--- src/rtl/alu_txn_sequencer.sv ---
// ============================================================================
// Module   : alu_txn_sequencer
// Purpose  : Assembles ALU operations from a byte stream, holds the operands
//            on registered outputs, and returns the captured result.
// Revision : 1.0 - initial release
// ============================================================================
`default_nettype none

module alu_txn_sequencer #(
    parameter int EXEC_CYCLES = 1
) (
    input  logic       clk,
    input  logic       rst,
    input  logic [7:0] in_data,
    input  logic       in_valid,
    output logic       in_ready,
    output logic [7:0] alu_a,
    output logic [7:0] alu_b,
    output logic [2:0] alu_sel,
    input  logic [7:0] alu_result,
    input  logic       alu_zero,
    input  logic       alu_carry,
    output logic [7:0] res_data,
    output logic       res_zero,
    output logic       res_carry,
    output logic       res_valid,
    input  logic       res_ready,
    output logic       busy,
    output logic [7:0] txn_count
);

    localparam logic [2:0] S_GET_HDR = 3'd0;
    localparam logic [2:0] S_GET_A   = 3'd1;
    localparam logic [2:0] S_GET_B   = 3'd2;
    localparam logic [2:0] S_EXEC    = 3'd3;
    localparam logic [2:0] S_RESULT  = 3'd4;

    localparam logic [3:0] C_CNT_LAST = 4'(EXEC_CYCLES - 1);

    logic [2:0] r_state;
    logic [2:0] w_next_state;
    logic [3:0] r_cnt;
    logic [7:0] r_alu_a;
    logic [7:0] r_alu_b;
    logic [2:0] r_alu_sel;
    logic [7:0] r_res_data;
    logic       r_res_zero;
    logic       r_res_carry;
    logic       r_res_valid;
    logic [7:0] r_txn_count;

    logic       w_accept;
    logic       w_in_xfer;
    logic       w_res_xfer;
    logic       w_exec_done;
    logic       w_busy;
    logic       w_unused_hdr_bits;

    // Low header nibble carries no meaning.
    assign w_unused_hdr_bits = ^in_data[3:0];

    assign w_in_xfer  = in_valid & in_ready;
    assign w_res_xfer = r_res_valid & res_ready;

    // State register
    always_ff @(posedge clk or posedge rst) begin
        if (rst) begin
            r_state <= S_GET_HDR;
        end else begin
            r_state <= w_next_state;
        end
    end

    // Next-state logic
    always_comb begin
        w_next_state = r_state;
        case (r_state)
            S_GET_HDR: if (w_in_xfer)   w_next_state = in_data[4] ? S_GET_B : S_GET_A;
            S_GET_A:   if (w_in_xfer)   w_next_state = S_GET_B;
            S_GET_B:   if (w_in_xfer)   w_next_state = S_EXEC;
            S_EXEC:    if (w_exec_done) w_next_state = S_RESULT;
            S_RESULT:  if (w_res_xfer)  w_next_state = S_GET_HDR;
            default:                    w_next_state = S_GET_HDR;
        endcase
    end

    // State-decoded outputs
    always_comb begin
        w_accept    = 1'b0;
        w_busy      = 1'b1;
        w_exec_done = 1'b0;
        case (r_state)
            S_GET_HDR: begin
                w_accept = 1'b1;
                w_busy   = 1'b0;
            end
            S_GET_A:  w_accept = 1'b1;
            S_GET_B:  w_accept = 1'b1;
            S_EXEC:   w_exec_done = (r_cnt == C_CNT_LAST);
            default: begin
                w_accept    = 1'b0;
                w_exec_done = 1'b0;
            end
        endcase
    end

    // Held low while reset is applied so the stream never sees a ready during reset.
    assign in_ready = w_accept & ~rst;
    assign busy     = w_busy;

    always_ff @(posedge clk or posedge rst) begin
        if (rst) begin
            r_cnt       <= 4'd0;
            r_alu_a     <= 8'd0;
            r_alu_b     <= 8'd0;
            r_alu_sel   <= 3'd0;
            r_res_data  <= 8'd0;
            r_res_zero  <= 1'b0;
            r_res_carry <= 1'b0;
            r_res_valid <= 1'b0;
            r_txn_count <= 8'd0;
        end else begin
            case (r_state)
                S_GET_HDR: begin
                    if (w_in_xfer) begin
                        r_alu_sel <= in_data[7:5];
                        if (in_data[4]) begin
                            r_alu_a <= r_res_data;
                        end
                    end
                end
                S_GET_A: begin
                    if (w_in_xfer) begin
                        r_alu_a <= in_data;
                    end
                end
                S_GET_B: begin
                    if (w_in_xfer) begin
                        r_alu_b <= in_data;
                        r_cnt   <= 4'd0;
                    end
                end
                S_EXEC: begin
                    r_cnt <= r_cnt + 4'd1;
                    if (w_exec_done) begin
                        r_res_data  <= alu_result;
                        r_res_zero  <= alu_zero;
                        r_res_carry <= alu_carry;
                        r_res_valid <= 1'b1;
                    end
                end
                S_RESULT: begin
                    // Result registers persist past the handshake as the chain source.
                    if (w_res_xfer) begin
                        r_res_valid <= 1'b0;
                        r_txn_count <= r_txn_count + 8'd1;
                    end
                end
                default: begin
                    r_res_valid <= 1'b0;
                end
            endcase
        end
    end

    assign alu_a     = r_alu_a;
    assign alu_b     = r_alu_b;
    assign alu_sel   = r_alu_sel;
    assign res_data  = r_res_data;
    assign res_zero  = r_res_zero;
    assign res_carry = r_res_carry;
    assign res_valid = r_res_valid;
    assign txn_count = r_txn_count;

endmodule

`default_nettype wire
--- config.mk ---
export PLATFORM = sky130hd
export DESIGN_NAME = alu_txn_sequencer
export DESIGN_NICKNAME = d
export VERILOG_FILES = /design/src/rtl/alu_txn_sequencer.sv
export SDC_FILE = /design/constraint.sdc
export NUM_CORES = 1
export LEC_CHECK = 0
export CAP_MARGIN = 25
export CORE_UTILIZATION = 47
export DETAILED_ROUTE_END_ITERATION = 10
export PLACE_DENSITY_LB_ADDON = 0.1
export SLEW_MARGIN = 20
export SYNTH_ARGS = -nofsm -noshare
export SYNTH_HDL_FRONTEND = slang
export SYNTH_SLANG_ARGS = --single-unit
--- constraint.sdc ---
create_clock -name clk -period 2.5 [get_ports clk]
set_clock_uncertainty 0.05 [all_clocks]
set_input_delay 0.375 -clock clk [delete_from_list [all_inputs] [get_ports clk]]
set_output_delay 0.375 -clock clk [all_outputs]
set_load 0.005 [all_outputs]
# [Word-level counts from Yosys, hierarchy flattened]
# Cells that the tools add are included.
[totals] ramBits=0 regBits=45 romBits=0 mem_count=0 input_bits=22 latchBits=0
[classes] div_mod_pow=0 add_sub_neg=2 mux=19 shifts=0 n_reduce_logical=13 bitwise=5 n_lt_le_gt_ge=0 mul=0 eq_ne=10
[ops] op="8-bit 2-to-1 mux" count=3
[ops] op="8-bit case mux with 2 select lines" count=1
[ops] op="3-bit 2-to-1 mux" count=5
[ops] op="3-bit case mux with 5 select lines" count=1
[ops] op="2-bit inequality test, second input constant" count=6
[ops] op="2-bit AND reduction" count=5
[ops] op="8-bit by 1-bit adder with 8-bit output, second input constant" count=1
[ops] op="4-bit case mux with 2 select lines" count=1
[ops] op="3-bit by 2-bit == test with 1-bit output, second input constant" count=2
[ops] op="1-bit 2-to-1 mux" count=5
[ops] op="5-bit AND reduction" count=1
[ops] op="4-bit by 1-bit adder with 4-bit output, second input constant" count=1
[ops] op="4-bit logical NOT" count=1
[ops] op="4-bit 2-to-1 mux" count=1
[ops] op="4-bit AND reduction" count=1
[ops] op="2-bit nonzero test" count=2
[ops] op="1-bit AND" count=3
[ops] op="3-bit by 1-bit == test with 1-bit output, second input constant" count=1
[ops] op="3-bit == test, second input constant" count=1
[ops] op="3-bit logical NOT" count=1
[ops] op="1-bit case mux with 3 select lines" count=1
[ops] op="3-bit AND reduction" count=1
[ops] op="3-bit OR reduction" count=1
[ops] op="2-bit 2-to-1 mux" count=1
[ops] op="1-bit inverter" count=2

# [Longest topological paths before layout]
# Gate-level depths: netlist of run 1.
[depth] word_depth=7 ltp_mapped=6

# [Worst setup path after synthesis of run 1]
# Ideal clock, no wire load.
[synth_timing] path_type="register to register" from="register r_state[2]" to="register r_alu_a[0], in the netlist alu_a[0]" slack_ns=0.657 path_buffers=2 required_ns=2.325 stages_incl_launch_ff=6 t_arrival_ns=1.669 cell_sequence="dfrtp_1 > buf_6 > or3b_1 > buf_2 > nor3_4 > mux2_2"
[synth_via] elab_chain_len=7 word_cells_on_any_way=13 classes_between="eq/ne (5); mux (2); bitwise (2); reduce/logical (4)"
[synth_lines] element="from (decl)" line_no="40" text="logic [2:0] r_state;"
[synth_lines] element="from (signal assigned)" line_no="70" text="r_state <= w_next_state;"
[synth_lines] element="3-bit by 2-bit == test with 1-bit output (tied with other cells)" line_no="92" text="case (r_state)"
[synth_lines] element="3-bit OR reduction (no line)"
[synth_lines] element="1-bit 2-to-1 mux" line_no="92"
[synth_lines] element="1-bit AND" line_no="108" text="assign in_ready = w_accept & ~rst;"
[synth_lines] element="1-bit AND" line_no="62" text="assign w_in_xfer = in_valid & in_ready;"
[synth_lines] element="2-bit inequality test (no line)"
[synth_lines] element="4-bit AND reduction (no line)"
[synth_lines] element="to (signal assigned)" line_no="128" text="r_alu_a <= r_res_data;"
[synth_lines] element="to (signal assigned)" line_no="134" text="r_alu_a <= in_data;"
[synth_lines] element="to (decl)" line_no="43" text="logic [7:0] r_alu_a;"
# Parallel ways exist; a longest one is shown, timed or not.
# A chain may end at the register's enable or synchronous reset.

# [Worst setup path after layout of run 1]
[layout_timing] from="register r_cnt[0]" to="register r_res_data[7], in the netlist res_data[7]"
[layout_via] elab_chain_len=3
[layout_lines] element="from (decl)" line_no="42" text="logic [3:0] r_cnt;"
[layout_lines] element="from (signal assigned)" line_no="144" text="r_cnt <= r_cnt + 4'd1;"
[layout_lines] element="4-bit logical NOT" line_no="99" text="S_EXEC: w_exec_done = (r_cnt == C_CNT_LAST);"
[layout_lines] element="1-bit 2-to-1 mux" line_no="92"
[layout_lines] element="2-bit AND reduction (no line)"
[layout_lines] element="to (signal assigned)" line_no="146" text="r_res_data <= alu_result;"
[layout_lines] element="to (decl)" line_no="46" text="logic [7:0] r_res_data;"
# No other way between the ends.

==> flow_summary.json, run 1 <==
{
  "grt_pass1_wl_um": 6600,
  "worstSetupPathType": "reg -> reg",
  "setup_viol": 0,
  "finalInstanceArea_um2": 2830,
  "clockBufferDepth": 2,
  "dr.pass1.iters": 4,
  "yosysWarningCount": 0,
  "layout.nets": 246,
  "synth_area_um2": 2070,
  "hold_depth": 1,
  "detail_route.wl_per_cell_um": 15.7,
  "num_vias": 1414,
  "tightest_slew_ns": 0.661,
  "wl_met2_um": 2120,
  "grt_use_total": 0.197,
  "slew_headroom": 0.560,
  "fmax_mhz": 464,
  "cts_tree": "done",
  "drv_slew": 0,
  "synth_nets": 180,
  "cap_violations": 0,
  "place_ws_ns": 0.162,
  "p_per_area_nw_per_um2": 1110,
  "postSynth.asyncResetShare": 1.00,
  "grt_pass1_vias": 1401,
  "ys_ff_latch": 45,
  "required_ns": 2.63,
  "ios": 62,
  "fin_crit_ns": 2.16,
  "layout_commonest_cell": "clkdlybuf4s50_1",
  "crit_path_start_kind": "flop",
  "r2r_slack_ns": 0.34,
  "r2r-start": "r_cnt[0]$_DFFE_PP0P_",
  "wl_met3_um": 170,
  "finalCritPeriodShare": 0.863,
  "yosysUniqueCellTypes": 37,
  "synth_edf_count": 0,
  "drt-met1-wl_um": 1950,
  "grt_remaining_overflow": 0,
  "htree_levels": 2,
  "synth_top_cell_by_area": "dfrtp_1",
  "hold_viol": 0,
  "syn_avg_cell_area_um2": 13.4,
  "crit_chain": "inv_1, ha_1, nor3b_1, nand2b_1, mux2_2",
  "path_buf_inv": 1,
  "core_um2": 4120,
  "synthTopCellsByArea": "dfrtp_1 54%, mux2_2 17%, mux2_4 4.4%, xor2_1 2.5%, ha_1 1.8%",
  "die-width_um": 68.4,
  "syn_inst": 155,
  "drt-total-wl_um": 4280,
  "leakage_nw": 1.22,
  "critical-path-slowest-cell": "nand2b_1",
  "viasPerCell": 5.20,
  "endpoint_kind": "flop",
  "grt_max_degree": 30,
  "cts_sinks": 45,
  "post_cts_buffers": 0,
  "synth.yosys.seq_area_share": 0.544,
  "final_cell_count_no_fill": 272,
  "arrival_ns": 2.29,
  "ctsResizeCount": 0,
  "layout_setup_ws_ns": 0.343,
  "clkTransAtPathRegs_ns": 0.08,
  "drc_errors": 0,
  "dr.first_iter.drc_count": 85,
  "rr_worst_depth": 5,
  "layout.cells.most_common_list": "61 x clkdlybuf4s50_1, 45 x dfrtp_1, 32 x mux2_2, 7 x inv_1",
  "die-area_um2": 4680,
  "diodes": 0,
  "synth_top_area_frac": 0.544,
  "hold_class": "reg -> reg",
  "synthFlopType": "dfrtp_1",
  "antenna_found_initial": 0,
  "dpl_cell_area_um2": 2740,
  "outcome": "completed",
  "rsz0062_at_grt": "no",
  "rows": 23,
  "hold_start": "txn_count[7]$_DFFE_PP0P_",
  "critPathMaxFanout": 12,
  "die_h_um": 68.4,
  "numCtsBuffers": 5,
  "path_delay_family": "simple AND/OR/NAND/NOR gates",
  "hold_buffers": 0,
  "cts-root-buf": "clkbuf_8",
  "vdd_drop_max_uv": 653,
  "cpPeakStageDelay_ns": 0.50,
  "r2r_end": "res_data[7]$_DFFE_PP0P_",
  "drive_gt1_frac": 0.252,
  "hold_end": "txn_count[7]$_DFFE_PP0P_",
  "port_buffers": 61,
  "top_layer_used": "met4",
  "finish.utilization": 0.687,
  "start_util": 0.503,
  "tns_ns": 0,
  "dp_cells": 264,
  "dpl.hpwl_um": 3180,
  "gp_congestion": 0.740,
  "synthToLayoutAreaGrowth_pct": 36.5,
  "antenna_left": 0,
  "clk_latency_ns": 0.29
}
-- state kept, by name, summed over array words and instances (netlist names) --
name and flops:
alu_sel 3, alu_a 8, alu_b 8, res_data 8
txn_count 8, r_state 3, res_valid 1, res_carry 1
r_cnt 4, res_zero 1
-- worst max-delay path by stage --
stage                         endpoint                   start  cells past startpoint
2_1_floorplan     alu_a[0]$_DFFE_PP0P_  r_state[2]$_DFFE_PP0P_                      5
3_3_place_gp      alu_b[0]$_DFFE_PP0P_                     rst                      4
3_5_place_dp      alu_b[1]$_DFFE_PP0P_                     rst                      4
4_1_cts        res_data[7]$_DFFE_PP0P_    r_cnt[0]$_DFFE_PP0P_                      5
5_1_grt        res_data[7]$_DFFE_PP0P_    r_cnt[0]$_DFFE_PP0P_                      5
6_report       res_data[7]$_DFFE_PP0P_    r_cnt[0]$_DFFE_PP0P_                      5
-- power breakdown --
group          switching (mW)  internal [mW]  leakage (nW)  total (mW)
combinational           0.447          0.942         0.634        1.39
sequential              0.279           1.04         0.547        1.31
clock                   0.247          0.193        0.0439       0.440
-- stage by stage --
stage                     total power, mW  hold WS, ns
final                                3.14        0.427
after global routing                 3.35        0.441
after CTS                            3.18        0.431
after detailed placement             2.73        0.420
after global placement               2.67        0.411
after floorplan                      1.98        0.415
-- layer usage --
metal  global-route usage  vias up
met5                    0        -
met4               0.0547        0
met3               0.0550        6
met2                0.331       34
met1                0.246      699
li1                     -      675
-- worst reg2reg max path, stage by stage, from the launching register on --
cell and delay, ns:
dfrtp_1 0.42, inv_1 0.07, ha_1 0.14, nor3b_1 0.44
nand2b_1 0.50, mux2_2 0.43
-- cell families (layout without fill, tap and decap cells) --
kind of cell,Yosys count,after routing,share of synthesized area
fa+ha+maj,3,3,0.0181
buf+inv,14,81,0.0308
xor+xnor,9,9,0.0381
mux,39,39,0.222
flops,45,45,0.544
simple gates,35,35,0.114
compound gates,10,10,0.0332
-- synth_stat cells, types with 2 or more instances --
cell type	n
buf_2	3
dfrtp_1	45
ha_1	3
inv_1	8
mux2_2	32
mux2_4	6
nand2_1	5
nand3_1	3
nand4_1	2
nor2_1	4
nor3_1	4
nor3_4	2
nor3b_1	2
o21ai_0	2
o22ai_1	2
or3_1	2
or3_4	2
or3b_1	2
xnor2_1	3
xor2_1	6
-- area by class of cell --
| cell class | count | area, um2 |
|---|---|---|
| Tap cell | 50 | 62.6 |
| Clock buffer | 5 | 68.8 |
| Sequential cell | 45 | 1130 |
| Fill cell | 286 | 1290 |
| Timing Repair Buffer | 65 | 641 |
| Clock inverter | 3 | 17.5 |
| Multi-Input combinational cell | 96 | 881 |
| Inverter | 8 | 30.0 |
(Power assumes the default switching activity.)
==> run 2, diff against run 1 <==
--- a/config.mk
+++ b/config.mk
@@ -5,8 +5,9 @@
 export SDC_FILE = /design/constraint.sdc
 export NUM_CORES = 1
 export LEC_CHECK = 0
+export ABC_AREA = 1
 export CAP_MARGIN = 25
-export CORE_UTILIZATION = 47
+export CORE_UTILIZATION = 48
 export DETAILED_ROUTE_END_ITERATION = 10
 export PLACE_DENSITY_LB_ADDON = 0.1
 export SLEW_MARGIN = 20
==> run 2 against run 1 <==
The flow now finishes with violations (DRC). Worst hold slack worse by 0.0049 ns. Final cell count up 38%. Sequential share of layout area down 2.4 points. Power up 9.6%. Sequential power about the same. Wire length up 8.9%. Count of clock-buffer cells in the layout unchanged. Die area up 6.3%. Fmax up 7.0%. Register-to-register slack better by 0.37 ns. Critical path depth down 1. Area after synthesis up 8.8%. Critical endpoint is now in_ready.
==> flow_summary.json, run 2 <==
{
  "synth_edf_count": 0,
  "dpl_cell_area_um2": 2870,
  "grt_pass1_wl_um": 8070,
  "drive_gt1_frac": 0.127,
  "grt_pass1_vias": 1761,
  "clockBufferDepth": 2,
  "grt_max_degree": 46,
  "fin_crit_ns": 2.02,
  "vdd_drop_max_uv": 627,
  "arrival_ns": 1.59,
  "synthToLayoutAreaGrowth_pct": 33.4,
  "cts_tree": "done",
  "setup_viol": 0,
  "finalCritPeriodShare": 0.806,
  "synth_nets": 285,
  "critPathMaxFanout": 5,
  "diodes": 0,
  "yosysUniqueCellTypes": 26,
  "synth.yosys.seq_area_share": 0.500,
  "rr_worst_depth": 6,
  "clk_latency_ns": 0.30,
  "port_buffers": 61,
  "die_h_um": 70.5,
  "power_mw": 3.44,
  "tns_ns": 0,
  "endpoint_kind": "primary output",
  "p_int_mw": 2.23,
  "rsz0062_at_grt": "no",
  "synth_compound_area_frac": 0.107,
  "numCtsBuffers": 5,
  "layout.nets": 348,
  "multi_input_area_um2": 912,
  "synthFlopType": "dfrtp_1",
  "drt-total-wl_um": 4660,
  "cap_violations": 0,
  "dr.first_iter.drc_count": 112,
  "p_sw_mw": 1.22,
  "fill_cells": 395,
  "power_frac_clock": 0.187,
  "netlist_top_cells_count": "86 x nand2_1, 45 x dfrtp_1, 38 x inv_1",
  "gp_congestion": 0.806,
  "violations": "DRC",
  "htree_levels": 2,
  "comb_power_share": 0.437,
  "viasPerCell": 4.94,
  "hold_end": "alu_a[1]$_DFFE_PP0P_",
  "r2r_end": "alu_b[1]$_DFFE_PP0P_",
  "r2r_slack_ns": 0.71,
  "crit_path_start_kind": "flop",
  "required_ns": 2.08,
  "worstSetupPathType": "reg -> out",
  "ios": 62,
  "core_um2": 4440,
  "leakage_nw": 1.55,
  "hold_class": "reg -> reg",
  "fmax_mhz": 496,
  "drc_errors": 10,
  "synthTopCellsByArea": "dfrtp_1 50%, nand2_1 14%, inv_1 6.3%, o21ai_2 6.2%, nand3_1 4.4%",
  "layout.cells.most_common_list": "86 x nand2_1, 61 x clkdlybuf4s50_1, 45 x dfrtp_1, 37 x inv_1, 20 x nand3_1",
  "die-area_um2": 4970,
  "finish.utilization": 0.676,
  "ctsResizeCount": 0,
  "hold_depth": 2,
  "slew_headroom": 0.630,
  "yosysWarningCount": 0,
  "postSynth.asyncResetShare": 1.00,
  "dpl.hpwl_um": 3470,
  "start_util": 0.507,
  "grt_remaining_overflow": 0,
  "p_seq_frac": 0.375,
  "layout_commonest_cell": "nand2_1",
  "syn_avg_cell_area_um2": 8.66,
  "synth_adder_area_share": 0.0167,
  "crit_chain": "inv_2, nand3_2, inv_1, clkdlybuf4s50_1",
  "synth-xor-area-share": 0.0194,
  "die-width_um": 70.5,
  "r2r-start": "r_state[2]$_DFFE_PP0P_",
  "antenna_found_initial": 0,
  "hold_start": "alu_a[1]$_DFFE_PP0P_",
  "num_vias": 1859,
  "p_per_area_nw_per_um2": 1150,
  "antenna_left": 0,
  "synth_top_cell_by_area": "dfrtp_1",
  "regArea_um2": 1130,
  "yosysMostFrequentCell": "nand2_1",
  "syn_inst": 260,
  "cts-root-buf": "clkbuf_8",
  "synthSimpleGateAreaFrac": 0.262,
  "muxShareOfSynthArea": 0,
  "finalInstanceArea_um2": 3010,
  "cpPeakStageDelay_ns": 0.50,
  "ys_ff_latch": 45,
  "dr.pass1.iters": 9,
  "detail_route.wl_per_cell_um": 12.4,
  "outcome": "finished with violations",
  "cts_sinks": 45,
  "grt_use_total": 0.208,
  "clkTransAtPathRegs_ns": 0.08,
  "hold_buffers": 0,
  "tightest_slew_ns": 0.555,
  "rows": 24,
  "post_cts_buffers": 0,
  "synth_top_family_by_area": "simple AND/OR/NAND/NOR gates",
  "synth_area_um2": 2250,
  "drv_slew": 0,
  "p_sw_frac": 0.354,
  "hold_viol": 0,
  "critical-path-slowest-cell": "clkdlybuf4s50_1",
  "synth_top_area_frac": 0.500
}
-- run 2: final cells by class --
cell class,instances,area share
clock inverters,3,0.0216
well taps,52,0.0216
repair buffers,62,0.206
inverters,40,0.0500
multi-input cells,169,0.303
flip-flops and latches,45,0.375
clock buffers,5,0.0229
-- run 2: cells by family after synthesis --
| kind of cell | Yosys count |
|---|---|
| AOI/OAI and AO/OA | 33 |
| xor gates and xnor gates | 5 |
| adders and majority gates | 3 |
| buffers and inverters | 46 |
| DFF | 45 |
| and+or+nand+nor | 128 |
-- run 2: worst max path at each step --
stage,startpoint,end,slack [ns]
2_1_floorplan,rst,alu_b[4]$_DFFE_PP0P_,0.25
3_3_place_gp,rst,in_ready,0.50
3_5_place_dp,rst,alu_b[1]$_DFFE_PP0P_,0.42
4_1_cts,r_state[2]$_DFFE_PP0P_,in_ready,0.48
5_1_grt,r_state[2]$_DFFE_PP0P_,busy,0.40
6_report,r_state[2]$_DFFE_PP0P_,in_ready,0.48
-- run 2: per-layer routing --
| metal | part of all wire | wire length [um] | up-vias | global-route usage |
|---|---|---|---|---|
| li1 | - | - | 937 | - |
| met1 | 0.45 | 2110 | 870 | 0.273 |
| met2 | 0.49 | 2310 | 46 | 0.344 |
| met3 | 0.040 | 185 | 6 | 0.0491 |
| met4 | 0.012 | 55 | 0 | 0.0612 |
| met5 | 0 | 0 | - | 0 |
-- run 2: per-stage QoR --
| step | hold WS [ns] | worst slack (ns) | std cells |
|---|---|---|---|
| 3_3_place_gp | 0.406 | 0.505 | 368 |
| 6_report | 0.422 | 0.485 | 376 |
| 5_1_grt | 0.453 | 0.402 | 376 |
| 4_1_cts | 0.427 | 0.478 | 376 |
| 2_1_floorplan | 0.415 | 0.252 | 260 |
| 3_5_place_dp | 0.407 | 0.420 | 368 |
-- run 2: power by group through the flow --
stage | Combinational [mW] | Clock [mW] | Sequential [mW]
floorplan | 0.833 | 0 | 1.27
global placement | 1.48 | 0 | 1.30
detailed placement | 1.51 | 0 | 1.31
CTS | 1.52 | 0.653 | 1.30
global route | 1.70 | 0.691 | 1.34
finish | 1.51 | 0.644 | 1.29
-- run 2: critical path, delay by kind of cell (launching register included) --
kind | cells | cell delay (ns)
flip-flops | 1 | 0.47
AND/OR/NAND/NOR | 1 | 0.12
buffers and inverters | 3 | 0.72
==> RTL change 1 (settings of run 2) <==
Put one more register stage on the output `txn_count`, with the module's reset. The value now appears one clock later. The other outputs are not delayed to match.
--- a/src/rtl/alu_txn_sequencer.sv
+++ b/src/rtl/alu_txn_sequencer.sv
@@ -172,3 +172,9 @@
     assign res_valid = r_res_valid;
-    assign txn_count = r_txn_count;
+    always_ff @(posedge clk or posedge rst) begin
+        if (rst) begin
+            txn_count <= '0;
+        end else begin
+            txn_count <= r_txn_count;
+        end
+    end
 
Function: changed (Yosys sat finds a counterexample within 10 cycles, from zero or initial values and one cycle with rst high).
==> RTL change 1 against run 2 <==
  * Wire length shrank 1.7%
  * Cell count grew 5.3%
  * Sequential cell count grew 8
  * Total power shrank 2.5%
  * Combinational power shrank 5%
  * Synthesized area grew 7.1%
  * Critical endpoint unchanged
  * Setup slack lost 210 ps
  * Register-to-register slack gained 140 ps
  * Cell area grew 4.7%
==> RTL change 1: results (changes against run 2) <==
- Outcome: finished clean (was complete, but fails checks).
- The leakage power total is 1.59 nW (was 1.55 nW).
- Leading cell types by total area after synthesis: dfrtp_1, nand2_1, inv_1 (unchanged).
- The met3 routing resource usage after global routing was 5.52% (was 4.91%).
- The largest net degree at the start of global routing was 54 (was 46).
- The post-route worst hold slack is 391 ps (was 422 ps).
- The final layout net count is 353 (was 348).
- The fraction of final layout cells with drive strength greater than 1 is 8.81% (was 12.7%).
- Commonest cells post-synth: nand2_1, dfrtp_1, inv_1 (unchanged).
- The power of the sequential group came to 1.44 mW (was 1.29 mW).
- The highest clock rate is 0.450 GHz (was 0.496 GHz).
- The total clock network power is 482 uW (was 644 uW).
- The weighted congestion at the end of routability-driven global placement is 0.752 (was 0.806).
- The beginning of the worst register-to-register path is r_state[0] (was r_state[2]).
- The data arrival time of the critical path is 1800 ps (was 1590 ps).
- The detail-routed net length per standard cell is 11.6 um (was 12.4 um).
- The net count after synthesis is 290 (was 285).
- The launch instance of the worst min-delay path is r_txn_count[1] (was alu_a[1]).
- The highest ir drop seen on vdd is 0.543 mV (was 0.627 mV).
- The placed cell count is 388 (was 368).
- The number of cells traversed by the worst hold path came to 0 (was 2).
- The total number of vias is 1,833 (was 1,859).
- The detailed-routing iteration count for the pre-antenna-repair pass is 4 (was 9).
- The switching power came to 1.21 mW (was 1.22 mW).
- The residual DRC count is 0 (was 10).
- The met2 layer wire length in the routed design came to 2140 um (was 2310 um).
- The post-detailed-placement cell area is 3060 um^2 (was 2870 um^2).
- The aggregate routed wire length is 4580 um (was 4660 um).
- The setup slack of the worst register-to-register path is 850 ps (was 710 ps).
- The power consumption is 3.36 mW (was 3.44 mW).
- The met3 routed wirelength came to 265 um (was 185 um).
- The met2 track demand over resource was 32.4% (was 34.4%).
- The depth of the worst register-to-register path is 4 (was 6).
- The estimated wirelength of the detail-placed design was 3290 um (was 3470 um).
- The post-cts sizing count is 0 (unchanged).
- The worst slew slack as a fraction of its limit was 56.7% (was 63.0%).
- The hold-critical path endpoint is txn_count[1] (was alu_a[1]).
- The top fanout value on the critical path was 8 (was 5).
- The number of global-route vias before repair came to 1,746 (was 1,761).
- The routing usage on met1 is 24.5% (was 27.3%).
- The reg-to-reg critical path endpoint was res_carry (was alu_b[1]).
- The first-pass GRT wire length was 7900 um (was 8070 um).
- The total global routing track utilization is 19.5% (was 20.8%).
- The register clock-pin slew on the reported worst setup and hold paths is 100 ps (was 80 ps).
- The xor/xnor cell area share of the yosys netlist was 1.45% (was 1.94%).
- The synthesized-area fraction occupied by ao, oa, aoi and oai cells is 8.46% (was 10.7%).
- The post-synthesis area per instance is 9.10 um^2 (was 8.66 um^2).
- The fraction of the yosys area taken by sequential cells is 55.0% (was 50.0%).
- The distinct cell type count of the synthesized netlist is 29 (was 26).
- The fraction of the mapped netlist area in adder cells is 1.56% (was 1.67%).
- The starting DRC count in detailed routing came to 101 (was 112).
==> RTL change 1: changes by cell type after synthesis, sizes merged, moves of 2 or more <==
cell	before	now
dfrtp	45	53
inv	40	35
nand2	90	97
nand3	23	10
o21ai	30	36
xor2	4	2
==> RTL change 1: cell type report <==
class                           instances  area (um^2)
Inverter                               35          131
Clock buffer                            6         72.6
Fill cell                             412         1640
Multi-Input combinational cell        171          902
Sequential cell                        53         1330
Clock inverter                          2         13.8
Tap cell                               67         83.8
Timing Repair Buffer                   62          618
==> RTL change 1: worst max-delay path, stage by stage (launching register included) <==
cell	delay, ps
dfrtp_1	530
nand2_2	170
nand2_2	100
nor2_4	170
clkdlybuf4s50_1	530
==> RTL change 1: worst max-delay path by stage <==
stage / start / to / depth (start not counted)
floorplan: rst / alu_b[0] / 5
global placement: rst / in_ready / 3
detailed placement: rst / in_ready / 3
CTS: r_state[0] / in_ready / 4
global route: r_state[0] / in_ready / 4
finish: r_state[0] / in_ready / 4
==> RTL change 2 (config.mk and constraints of run 2) <==
Made on the original files. Make the reset (`rst`) synchronous in 2 clocked blocks.
--- a/src/rtl/alu_txn_sequencer.sv
+++ b/src/rtl/alu_txn_sequencer.sv
@@ -65,3 +65,3 @@
     // State register
-    always_ff @(posedge clk or posedge rst) begin
+    always_ff @(posedge clk) begin
         if (rst) begin
@@ -110,3 +110,3 @@
 
-    always_ff @(posedge clk or posedge rst) begin
+    always_ff @(posedge clk) begin
         if (rst) begin
Behaviour: differs if rst is asserted again (counterexample within 4 cycles, from zero or initial values and one cycle with rst high); with rst held inactive, the same outputs for 10 cycles.
==> RTL change 2 against run 2 <==
  * First-iteration DRC count shrank 8.9%
  * Sequential cell count is the same
  * Synthesized area shrank 7.2%
  * Sequential share of layout area shrank 5.6 points
  * Setup slack lost 190 ps
  * Critical path depth shrank 1
  * Cell area shrank 6.0%
  * Wire length grew 6.3%
Power is not compared: it rests on default switching activity, and its combinational part moved more than twofold at a synthesized area within 25%.
==> RTL change 2: results (changes against run 2) <==
- Outcome: finished clean (was complete, but fails checks).
- The fraction of registers with async set/reset is 0% (was 100%).
- The total number of yosys warnings is 0 (unchanged).
- The aggregate routed wire length is 4960 um (was 4660 um).
- Commonest cells post-synth: nor2_1, nand2_1, dfxtp_1 (was nand2_1, dfrtp_1, inv_1).
- The slowest library cell on the worst path was dfxtp_1 (was clkdlybuf4s50_1).
- Across the VDD grid, the largest voltage drop is 0.370 mV.
- The starting DRC count in detailed routing is 102 (was 112).
- The number of buffers inserted by post-CTS setup repair came to 0 (unchanged).
- The number of diodes added for antenna fixing is 0 (unchanged).
- The clock reaches the later pin of the worst-skew pair after 310 ps.
- The CTS buffer count is 5 (unchanged).
- The clock tree buffer depth is 2 (unchanged).
- The number of global-route vias before repair was 1,723 (was 1,761).
- The worst min-delay path class is reg2reg (unchanged).
- The dominant cell by count in the synthesized netlist is nor2_1 (was nand2_1).
- The estimated wirelength of the detail-placed design is 3590 um (was 3470 um).
- The synthesized netlist cell count is 288 (was 260).
- The largest net degree at the start of global routing is 34 (was 46).
- The number of I/O port buffers is 61 (unchanged).
- The non-filler instance count after layout is 401 (was 376).
- The worst slew slack as a fraction of its limit was 64.4% (was 63.0%).
- The top fanout value on the critical path was 13 (was 5).
- The weighted congestion at the end of routability-driven global placement is 0.785 (was 0.806).
- The placed cell count came to 393 (was 368).
- The analysis attributes to cell leakage a power of 1.16 nW.
- The fraction of the yosys area taken by sequential cells is 43.1% (was 50.0%).
- The data arrival time of the critical path was 1780 ps (was 1590 ps).
- The pre-CTS worst setup slack was 488 ps (was 420 ps).
- The fraction of final layout cells with drive strength greater than 1 is 9.40% (was 12.7%).
- The count of pins over their slew limit came to 0 (unchanged).
- The cell at the root of the clock tree is clkbuf_8 (unchanged).
- The detailed-routing iteration count for the pre-antenna-repair pass is 4 (was 9).
- The net count after synthesis came to 313 (was 285).
- Leading cell types by total area after synthesis: dfxtp_1, nor2_1, nand2_1 (was dfrtp_1, nand2_1, inv_1).
- The number of levels the H-tree was split into is 2 (unchanged).
- The cell family contributing the most delay on the critical path is buffers and inverters (unchanged).
- The register clock-pin slew on the reported worst setup and hold paths is 90 ps.
- The initial antenna violation count was 0 (unchanged).
- The post-cts sizing count came to 0 (unchanged).
- In this run the power spent charging and discharging nets is 411 uW.
- The first-pass GRT wire length is 7990 um (was 8070 um).
- The biggest cell delay along the critical path is 670 ps (was 500 ps).
- The total number of vias came to 1,966 (was 1,859).
- The final layout net count is 375 (was 348).
- The total global routing track utilization is 23.4% (was 20.8%).
- The distinct cell type count of the synthesized netlist was 28 (was 26).
==> RTL change 2: logic make-up (layout without fill, tap and decap cells) <==
| logic type | Yosys count | after routing | share of synthesized area, % |
|---|---|---|---|
| AO/OA/AOI/OAI | 49 | 49 | 12.1 |
| AND/OR/NAND/NOR | 162 | 162 | 36.4 |
| buffers and inverters | 28 | 91 | 6.16 |
| XOR/XNOR | 1 | 1 | 0.419 |
| flip-flops | 45 | 45 | 43.1 |
| adder cells (fa/ha/maj) | 3 | 3 | 1.80 |
==> RTL change 2: path summary, 6_finish.rpt <==
| check | startpoint | to | slack, ps | cells past startpoint |
|---|---|---|---|---|
| worst min register to register | res_carry | res_carry | 430 | 2 |
| worst min-delay path | res_carry | res_carry | 430 | 2 |
| worst max register to register | r_state[2] | alu_b[2] | 770 | 7 |
| worst max-delay path | r_state[0] | busy | 290 | 3 |
==> RTL change 2: tightest hold or removal path: stages, from the launching register on <==
cell and delay, ps:
dfxtp_1 330, nor2_1 50, nor2_1 80
==> RTL change 2: power groups by stage <==
stage | registers [mW] | clock network (mW) | logic (mW)
6_report | 0.780 | 0.498 | 0.263
5_1_grt | 0.784 | 0.533 | 0.289
4_1_cts | 0.780 | 0.505 | 0.264
3_5_place_dp | 0.796 | 0 | 0.262
3_3_place_gp | 0.796 | 0 | 0.259
2_1_floorplan | 0.789 | 0 | 0.142
==> RTL change 2: through the flow <==
stage               instance area, um^2  util (%)  hold slack, ps
floorplan                          2090         -             394
detailed placement                 2730      66.7             412
global placement                   2730      66.7             413
finish                             2830      69.2             433
global route                       2830      69.2             463
CTS                                2830      69.2             432
==> RTL change 2: routing by layer <==
layer | wire length (um) | up-vias | track usage [%]
met5 | 0 | - | 0
met4 | 73 | 0 | 7.81
met3 | 348 | 7 | 5.17
met2 | 2140 | 58 | 36.0
met1 | 2400 | 850 | 32.1
li1 | - | 1051 | -
==> RTL change 2: layout make-up <==
class	count	area [um^2]
fill	386	1260
clock inverter	1	5.00
sequential	45	901
timing repair buffer	63	626
multi-input combinational	215	1060
inverter	20	75.1
tap	50	62.6
clock buffer	7	96.3
